==> src/rtl/pool_ctrl_if.sv <==
// pool_ctrl handshake bundle.
// Sequencer requests in, read and compare strobes out.
interface pool_ctrl_if #(
  parameter int ADDR_W = 10
);
  logic              start;
  logic              pool_type_cfg;
  logic              stall;
  logic              rd_en;
  logic [ADDR_W-1:0] rd_addr;
  logic              en_comp1;
  logic              en_comp2;
  logic              pool_type;
  logic              pool_done;
  logic              busy;
  logic              done;

  modport master (
    output start,
    output pool_type_cfg,
    output stall,
    input  rd_en,
    input  rd_addr,
    input  en_comp1,
    input  en_comp2,
    input  pool_type,
    input  pool_done,
    input  busy,
    input  done
  );

  modport slave (
    input  start,
    input  pool_type_cfg,
    input  stall,
    output rd_en,
    output rd_addr,
    output en_comp1,
    output en_comp2,
    output pool_type,
    output pool_done,
    output busy,
    output done
  );
endinterface

==> src/rtl/pool_ctrl.sv <==
// 2x2 pooling sequencer: walks row pairs of a feature map,
// issues pixel-pair reads and compare enables, then waits writeback.
module pool_ctrl #(
  parameter int IN_W   = 26,
  parameter int IN_H   = 26,
  parameter int ADDR_W = 10,
  parameter int WB_LAT = 15
) (
  input  logic   clk,
  input  logic   rst,
  pool_ctrl_if.slave bus
);

  localparam int HALF = IN_W / 2;
  localparam int RW   = $clog2(IN_H);
  localparam int PW   = (HALF > 1) ? $clog2(HALF) : 1;
  localparam int CW   = $clog2(WB_LAT + 1);

  localparam logic [2:0] S_IDLE  = 3'd0;
  localparam logic [2:0] S_EVEN  = 3'd1;
  localparam logic [2:0] S_ODD   = 3'd2;
  localparam logic [2:0] S_DRAIN = 3'd3;
  localparam logic [2:0] S_WB    = 3'd4;
  localparam logic [2:0] S_FIN   = 3'd5;

  localparam logic [PW-1:0] PAIR_LAST = PW'(HALF - 1);
  localparam logic [RW-1:0] ROW_LAST  = RW'(IN_H - 1);
  localparam logic [CW-1:0] WB_LAST   = CW'(WB_LAT - 1);
  localparam logic [ADDR_W-1:0] ROW_STRIDE = ADDR_W'(HALF);

  logic [2:0]    state_q, state_d;
  logic [RW-1:0] row_q, row_d;
  logic [PW-1:0] pair_q, pair_d;
  logic [CW-1:0] wb_q, wb_d;
  logic          busy_q, busy_d;
  logic          pt_q, pt_d;
  logic          c1_q, c1_d;
  logic          c2_q, c2_d;
  logic          rd_en;
  logic          pool_done;
  logic          done;
  logic          reading;

  assign reading = (state_q == S_EVEN) || (state_q == S_ODD);

  // Next-state, counter and strobe decode.
  always_comb begin
    state_d   = state_q;
    row_d     = row_q;
    pair_d    = pair_q;
    wb_d      = wb_q;
    busy_d    = busy_q;
    pt_d      = pt_q;
    rd_en     = 1'b0;
    pool_done = 1'b0;
    done      = 1'b0;
    unique case (1'b1)
      (state_q == S_IDLE): begin
        if (bus.start) begin
          state_d = S_EVEN;
          row_d   = '0;
          pair_d  = '0;
          pt_d    = bus.pool_type_cfg;
          busy_d  = 1'b1;
        end
      end
      reading: begin
        if (!bus.stall) begin
          rd_en = 1'b1;
          if (pair_q == PAIR_LAST) begin
            pair_d = '0;
            if (state_q == S_EVEN) begin
              row_d   = row_q + 1'b1;
              state_d = S_ODD;
            end else begin
              state_d = S_DRAIN;
            end
          end else begin
            pair_d = pair_q + 1'b1;
          end
        end
      end
      (state_q == S_DRAIN): begin
        if (!bus.stall) begin
          state_d = S_WB;
          wb_d    = '0;
        end
      end
      (state_q == S_WB): begin
        pool_done = (wb_q == '0);
        if (wb_q == WB_LAST) begin
          if (row_q < ROW_LAST) begin
            row_d   = row_q + 1'b1;
            state_d = S_EVEN;
          end else begin
            state_d = S_FIN;
          end
        end else begin
          wb_d = wb_q + 1'b1;
        end
      end
      (state_q == S_FIN): begin
        done    = 1'b1;
        busy_d  = 1'b0;
        state_d = S_IDLE;
      end
      default: begin
        state_d = S_IDLE;
      end
    endcase
  end

  // Data comes back one cycle after the read, so enables lag rd_en.
  always_comb begin
    c1_d = rd_en;
    c2_d = rd_en & row_q[0];
  end

  // State and counter registers, cleared asynchronously.
  always_ff @(posedge clk or negedge rst) begin
    if (!rst) begin
      state_q <= S_IDLE;
      row_q   <= '0;
      pair_q  <= '0;
      wb_q    <= '0;
      busy_q  <= 1'b0;
      pt_q    <= 1'b0;
      c1_q    <= 1'b0;
      c2_q    <= 1'b0;
    end else begin
      state_q <= state_d;
      row_q   <= row_d;
      pair_q  <= pair_d;
      wb_q    <= wb_d;
      busy_q  <= busy_d;
      pt_q    <= pt_d;
      c1_q    <= c1_d;
      c2_q    <= c2_d;
    end
  end

  assign bus.rd_en     = rd_en;
  assign bus.rd_addr   = ADDR_W'(row_q) * ROW_STRIDE
                       + ADDR_W'(pair_q);
  assign bus.en_comp1  = c1_q;
  assign bus.en_comp2  = c2_q;
  assign bus.pool_type = pt_q;
  assign bus.pool_done = pool_done;
  assign bus.busy      = busy_q;
  assign bus.done      = done;

endmodule

==> src/flat_wrapper.sv <==
// flat-port wrapper written by rule: the top's interface ports become plain ports
module pool_ctrl_flat 
#(
  parameter int IN_W   = 26,
  parameter int IN_H   = 26,
  parameter int ADDR_W = 10,
  parameter int WB_LAT = 15
)
  (clk, rst, bus_start, bus_pool_type_cfg, bus_stall, bus_rd_en, bus_rd_addr, bus_en_comp1, bus_en_comp2, bus_pool_type, bus_pool_done, bus_busy, bus_done);
  pool_ctrl_if #(.ADDR_W(ADDR_W)) bus_i ();
  input  logic clk;
  input  logic rst;
  input wire logic [$bits(bus_i.start)-1:0] bus_start;
  input wire logic [$bits(bus_i.pool_type_cfg)-1:0] bus_pool_type_cfg;
  input wire logic [$bits(bus_i.stall)-1:0] bus_stall;
  output wire logic [$bits(bus_i.rd_en)-1:0] bus_rd_en;
  output wire logic [$bits(bus_i.rd_addr)-1:0] bus_rd_addr;
  output wire logic [$bits(bus_i.en_comp1)-1:0] bus_en_comp1;
  output wire logic [$bits(bus_i.en_comp2)-1:0] bus_en_comp2;
  output wire logic [$bits(bus_i.pool_type)-1:0] bus_pool_type;
  output wire logic [$bits(bus_i.pool_done)-1:0] bus_pool_done;
  output wire logic [$bits(bus_i.busy)-1:0] bus_busy;
  output wire logic [$bits(bus_i.done)-1:0] bus_done;
  assign bus_i.start = bus_start;
  assign bus_i.pool_type_cfg = bus_pool_type_cfg;
  assign bus_i.stall = bus_stall;
  assign bus_rd_en = bus_i.rd_en;
  assign bus_rd_addr = bus_i.rd_addr;
  assign bus_en_comp1 = bus_i.en_comp1;
  assign bus_en_comp2 = bus_i.en_comp2;
  assign bus_pool_type = bus_i.pool_type;
  assign bus_pool_done = bus_i.pool_done;
  assign bus_busy = bus_i.busy;
  assign bus_done = bus_i.done;
  pool_ctrl #(.IN_W(IN_W), .IN_H(IN_H), .ADDR_W(ADDR_W), .WB_LAT(WB_LAT)) u_core (.clk(clk), .rst(rst), .bus(bus_i));
endmodule
==> config.mk <==
export PLATFORM = sky130hd
export DESIGN_NAME = pool_ctrl_flat
export DESIGN_NICKNAME = d
export VERILOG_FILES = /design/src/rtl/pool_ctrl_if.sv /design/src/rtl/pool_ctrl.sv /design/src/flat_wrapper.sv
export SDC_FILE = /design/constraint.sdc
export NUM_CORES = 1
export LEC_CHECK = 0
export BUFFER_PORTS_ARGS = -buffer_cell sky130_fd_sc_hd__buf_2
export CAP_MARGIN = 10
export CORE_MARGIN = 2
export CORE_UTILIZATION = 50
export CTS_BUF_LIST = sky130_fd_sc_hd__clkbuf_16
export DETAILED_ROUTE_END_ITERATION = 16
export GPL_ROUTABILITY_DRIVEN = 0
export PLACE_DENSITY = 0.67
export SLEW_MARGIN = 40
export SYNTH_ARGS = -nofsm -noshare
export SYNTH_HDL_FRONTEND = slang
export SYNTH_SLANG_ARGS = --single-unit
==> constraint.sdc <==
create_clock -name clk -period 4 [get_ports clk]
set_input_delay 0.4 -clock clk [delete_from_list [all_inputs] [get_ports clk]]
set_output_delay 0.4 -clock clk [all_outputs]
set_load 0.02 [all_outputs]
# Yosys cells after proc, flatten, opt, wreduce, memory -nomap -nowiden
# Cells that the tools add are included.
dict set report word_totals {
  reg_bits 20
  input_bits 5
  wordCells 71
}
dict set report op_classes {
  add_sub_neg 4
  multipliers 1
  order_cmp 1
  n_eq_ne 15
  n_mux 28
  n_bitwise 1
  reduce_logical 13
}
# cell count
set ops {}
lappend ops {{5-bit 2-to-1 mux} 6}
lappend ops {{4-bit 2-to-1 mux} 5}
lappend ops {{3-bit 2-to-1 mux} 6}
lappend ops {{2-bit != test (second input constant)} 8}
lappend ops {{4-bit case mux with 2 select lines} 2}
lappend ops {{5-bit case mux with 3 select lines} 1}
lappend ops {{3-bit case mux with 4 select lines} 1}
lappend ops {{9-bit by 4-bit adder with 10-bit output} 1}
lappend ops {{5-bit by 4-bit multiplier with 9-bit output (second input constant)} 1}
lappend ops {{4-bit by 1-bit adder with 4-bit output (second input constant)} 2}
lappend ops {{4-bit equality test (second input constant)} 2}
lappend ops {{7-bit AND reduction} 1}
lappend ops {{3-bit by 2-bit equality test with 1-bit output (second input constant)} 2}
lappend ops {{3-bit equality test (second input constant)} 2}
lappend ops {{1-bit 2-to-1 mux} 6}
lappend ops {{3-bit AND reduction} 2}
lappend ops {{2-bit nonzero test} 3}
lappend ops {{5-bit by 1-bit adder with 5-bit output (second input constant)} 1}
lappend ops {{5-bit < comparator (second input constant)} 1}
lappend ops {{5-bit AND reduction} 1}
lappend ops {{4-bit zero test} 1}
lappend ops {{2-bit AND reduction} 2}
lappend ops {{3-bit by 1-bit equality test with 1-bit output (second input constant)} 1}
lappend ops {{3-bit zero test} 1}
lappend ops {{4 further kinds} 4}

# Longest topological paths before layout
dict set report logic_depth {
  ltp_word 5
  mapped_depth 12
  ltp_nobuf 12
}

# Worst setup path before layout
# Ideal clock, no wire load.
dict set report synth_path {
  path_type {register -> output}
  from {register u_core.row_q[0]}
  to {output port bus_rd_addr[7]}
  arrival_ps 2830
  slack_ps 770
  path_stages_with_launch 10
  cell_sequence {dfrtp_1 -> ha_1 -> ha_1 -> fa_1 -> ha_1 -> nor2b_1 -> o21ai_0 -> a21oi_1 -> a211oi_1 -> xnor2_1}
}
dict set report synth_between {
  elab_chain_cells 2
}
# item line
set synth_lines {}
lappend synth_lines {{from (decl)} pool_ctrl.sv:32} ;# logic [RW-1:0] row_q, row_d;
lappend synth_lines {{from (signal assigned)} pool_ctrl.sv:132} ;# row_q <= row_d;
lappend synth_lines {{5-bit by 4-bit multiplier with 9-bit output} pool_ctrl.sv:143} ;# assign bus.rd_addr = ADDR_W'(row_q) * ROW_STRIDE
lappend synth_lines {{9-bit by 4-bit adder with 10-bit output} pool_ctrl.sv:144} ;# + ADDR_W'(pair_q);
lappend synth_lines {{to (decl)} flat_wrapper.sv:17} ;# output wire logic [$bits(bus_i.rd_addr)-1:0] bus_rd_addr;
# Every way passes these cells.

# Worst setup path in the final report
# Ends and elaborated chain as after synthesis.

==> flow_metrics.tcl <==
set metrics [dict create \
    path_clk_slew_ns 0.06 \
    fin_crit_sh 0.931 \
    start_kind "register" \
    vias_per_cell 5.55 \
    rows 21 \
    reg2reg_slack_ns 2.09 \
    drtPass1Iterations 4 \
    vias 1470 \
    hold_buffers 0 \
    critPathMaxFanout 10 \
    synth-seq-cells 20 \
    async_reset_ff_frac 1.00 \
    hpwl_um 2720 \
    cts_resized 0 \
    core_um2 3390 \
    dieArea_um2 4070 \
    peakVddDrop_mv 0.427 \
    setup_viol 0 \
    overflow 0 \
    grt_max_degree 21 \
    worstPathArrival_ns 3.32 \
    syn_nets 240 \
    wl_um 3500 \
    syn_area_per_cell_um2 8.98 \
    synth_top_family_by_area "adder cells" \
    syn_inst 199 \
    area_growth_pct 13.1 \
    cts-root-buf "clkbuf_16" \
    tritoncts "built" \
    worstPathRequired_ns 3.60 \
    cap_viol_max_count 0 \
    grt_pass1_wl_um 6290 \
    fmax_ghz 0.269 \
    synth-seq-area-share 0.280 \
    cts-buffers-inserted 3 \
    antenna_cells 0 \
    rsz0062_at_grt "no" \
    fin_util 0.597 \
    final_hold_viol_count 0 \
    cp-end-kind "primary output" \
    p_comb_frac 0.546 \
    maxSlewHeadroom 0.658 \
    die_height_um 63.8 \
    power_density_nw_per_um2 702 \
    ant_nets 0 \
    antenna_found_initial 0 \
    power_leakage_nw 1.07 \
    rr_startpoint "u_core.pair_q[0]" \
    synthXorXnorAreaFrac 0.0441 \
    fin_setup_tns_ns 0 \
    die_x_um 63.8 \
    holdCritPathClass "input pin to async pin" \
    muxShareOfSynthArea 0.0294 \
    drtIter0Drc 45 \
    synth_cell_type_count 42 \
    rr_worst_depth 7 \
    seqPwrFrac 0.260 \
    clkLatencyLatePin_ns 0.25 \
    synth_adder_area_share 0.260 \
    rr_endpoint "u_core.row_q[0]" \
    cts-htree-levels 1 \
    syn-cell-area_um2 1790 \
    power.share.switching 0.453 \
    synth_top_cell_by_area "dfrtp_1" \
    wire_per_inst_um 13.2 \
    synth_top_area_frac 0.280 \
    p_clk_frac 0.194 \
    p_int_w 0.000776 \
    drc 0 \
    track_usage 0.193 \
    io_pins 22 \
    power_switching_w 0.000642 \
    yosysMostFrequentCell "ha_1" \
    clockBufferDepth 2 \
    drive_gt1_frac 0.151 \
    portBuffers 21 \
    status "complete, no violations" \
    finalMaxSlewViolations 0 \
    finClkSkew_ns 0.00464 \
    synth_warnings 0 \
    synth_compound_area_frac 0.157 \
    grt_pass1_vias 1457 \
    initial_utilization 0.528 \
    period_minus_slack_ns 3.72 \
    nNetsFinal 261 \
    worst-setup-path-type "register to primary output" \
    tightest_slew_ns 0.509 \
    synth.top_cells.by_count "ha_1 (34), dfrtp_1 (20), inv_1 (17), nand2_1 (17), o21ai_0 (16)" \
    post_cts_buffers 0 \
    post_synth_and_or_nand_nor_area_fraction 0.174 \
    yosys-top-cells-area "dfrtp_1 (28%), ha_1 (24%), o21ai_0 (4.5%), inv_1 (3.6%), nand2_1 (3.6%)" \
    ys.flop_type "dfrtp_1" \
    synth_edf_count 0 \
    cts_sinks 20 \
]
[how the worst max path moves through the flow]
| stage | depth (start not counted) | from | slack (ns) | endpoint |
|---|---|---|---|---|
| final | 10 | u_core.row_q[0] | 0.28 | bus_rd_addr[7] |
| after global routing | 10 | u_core.row_q[0] | 0.06 | bus_rd_addr[7] |
| after CTS | 10 | u_core.row_q[0] | 0.26 | bus_rd_addr[7] |
| after detailed placement | 10 | u_core.row_q[0] | 0.55 | bus_rd_addr[7] |
| after global placement | 10 | u_core.row_q[0] | 0.63 | bus_rd_addr[7] |
| after floorplan | 9 | u_core.row_q[0] | 0.77 | bus_rd_addr[7] |
[stage by stage]
stage	worst slack (ns)	hold slack (ns)	total power [W]	std cells	instance area (µm²)
2_1_floorplan	0.770	0.104	0.000947	199	1790
3_3_place_gp	0.627	0.380	0.00113	261	1920
3_5_place_dp	0.555	0.388	0.00115	261	1920
4_1_cts	0.262	0.119	0.00144	265	2020
5_1_grt	0.0620	0.141	0.00156	265	2020
6_report	0.278	0.0951	0.00142	265	2020
[routing by layer]
metal,track usage,up-vias,part of all wire
li1,-,749,-
met5,0,-,0
met2,0.335,22,0.50
met1,0.252,693,0.47
met4,0.0462,0,0.012
met3,0.0299,6,0.025
[layout by cell type (no fill, tap or decap), types with 2 or more instances in the layout]
master,Yosys,layout
nand3_1,7,7
dfrtp_1,20,20
a21oi_1,11,11
nor3_1,8,8
inv_1,17,17
nor2b_1,2,2
fa_1,2,2
o21ai_1,7,7
nand2_1,17,17
nand4_1,3,3
nor2_1,10,10
a21o_1,2,2
ha_1,34,34
clkbuf_16,0,3
xnor2_1,5,5
mux2i_1,3,3
o21ai_0,16,16
mux2_2,2,2
a31oi_1,2,2
xor2_1,4,4
and3_1,3,3
buf_2,3,21
[power groups by stage]
stage	sequential (W)	combinational, W	clock, W
2_1_floorplan	0.000346	0.000601	0
3_3_place_gp	0.000366	0.000760	0
3_5_place_dp	0.000369	0.000776	0
4_1_cts	0.000367	0.000789	0.000280
5_1_grt	0.000384	0.000884	0.000288
6_report	0.000369	0.000775	0.000275
[sequential cells by signal, summed over array words and instances, names as in the netlist]
register	cells
u_core.bus.pool_type	1
u_core.row_q	5
u_core.bus.busy	1
u_core.pair_q	4
u_core.state_q	3
u_core.bus.en_comp1	1
u_core.wb_q	4
u_core.bus.en_comp2	1
[final cells by class]
class | instances | area, µm²
multi-input cells | 157 | 1190
repair buffers | 21 | 105
flip-flops and latches | 20 | 500
inverters | 17 | 63.8
well taps | 46 | 57.6
clock buffers | 3 | 75.1
clock inverters | 1 | 30.0
fillers | 307 | 1370
[worst max-delay path, cell delays in order, from the launching register on]
cell and delay (ns):
dfrtp_1 0.49, ha_1 0.37, ha_1 0.30, fa_1 0.46
ha_1 0.35, nor2b_1 0.14, o21ai_0 0.26, a21oi_1 0.11
a211oi_1 0.26, xnor2_1 0.15, buf_2 0.18
[logic make-up (layout without fill, tap and decap cells)]
kind of cell,Yosys count,in the layout
compound gates,47,47
xor+xnor,9,9
buf+inv,22,42
fa+ha+maj,36,36
mux,5,5
flops,20,20
simple gates,60,60
Note: power is estimated with default switching activity, not from simulation.
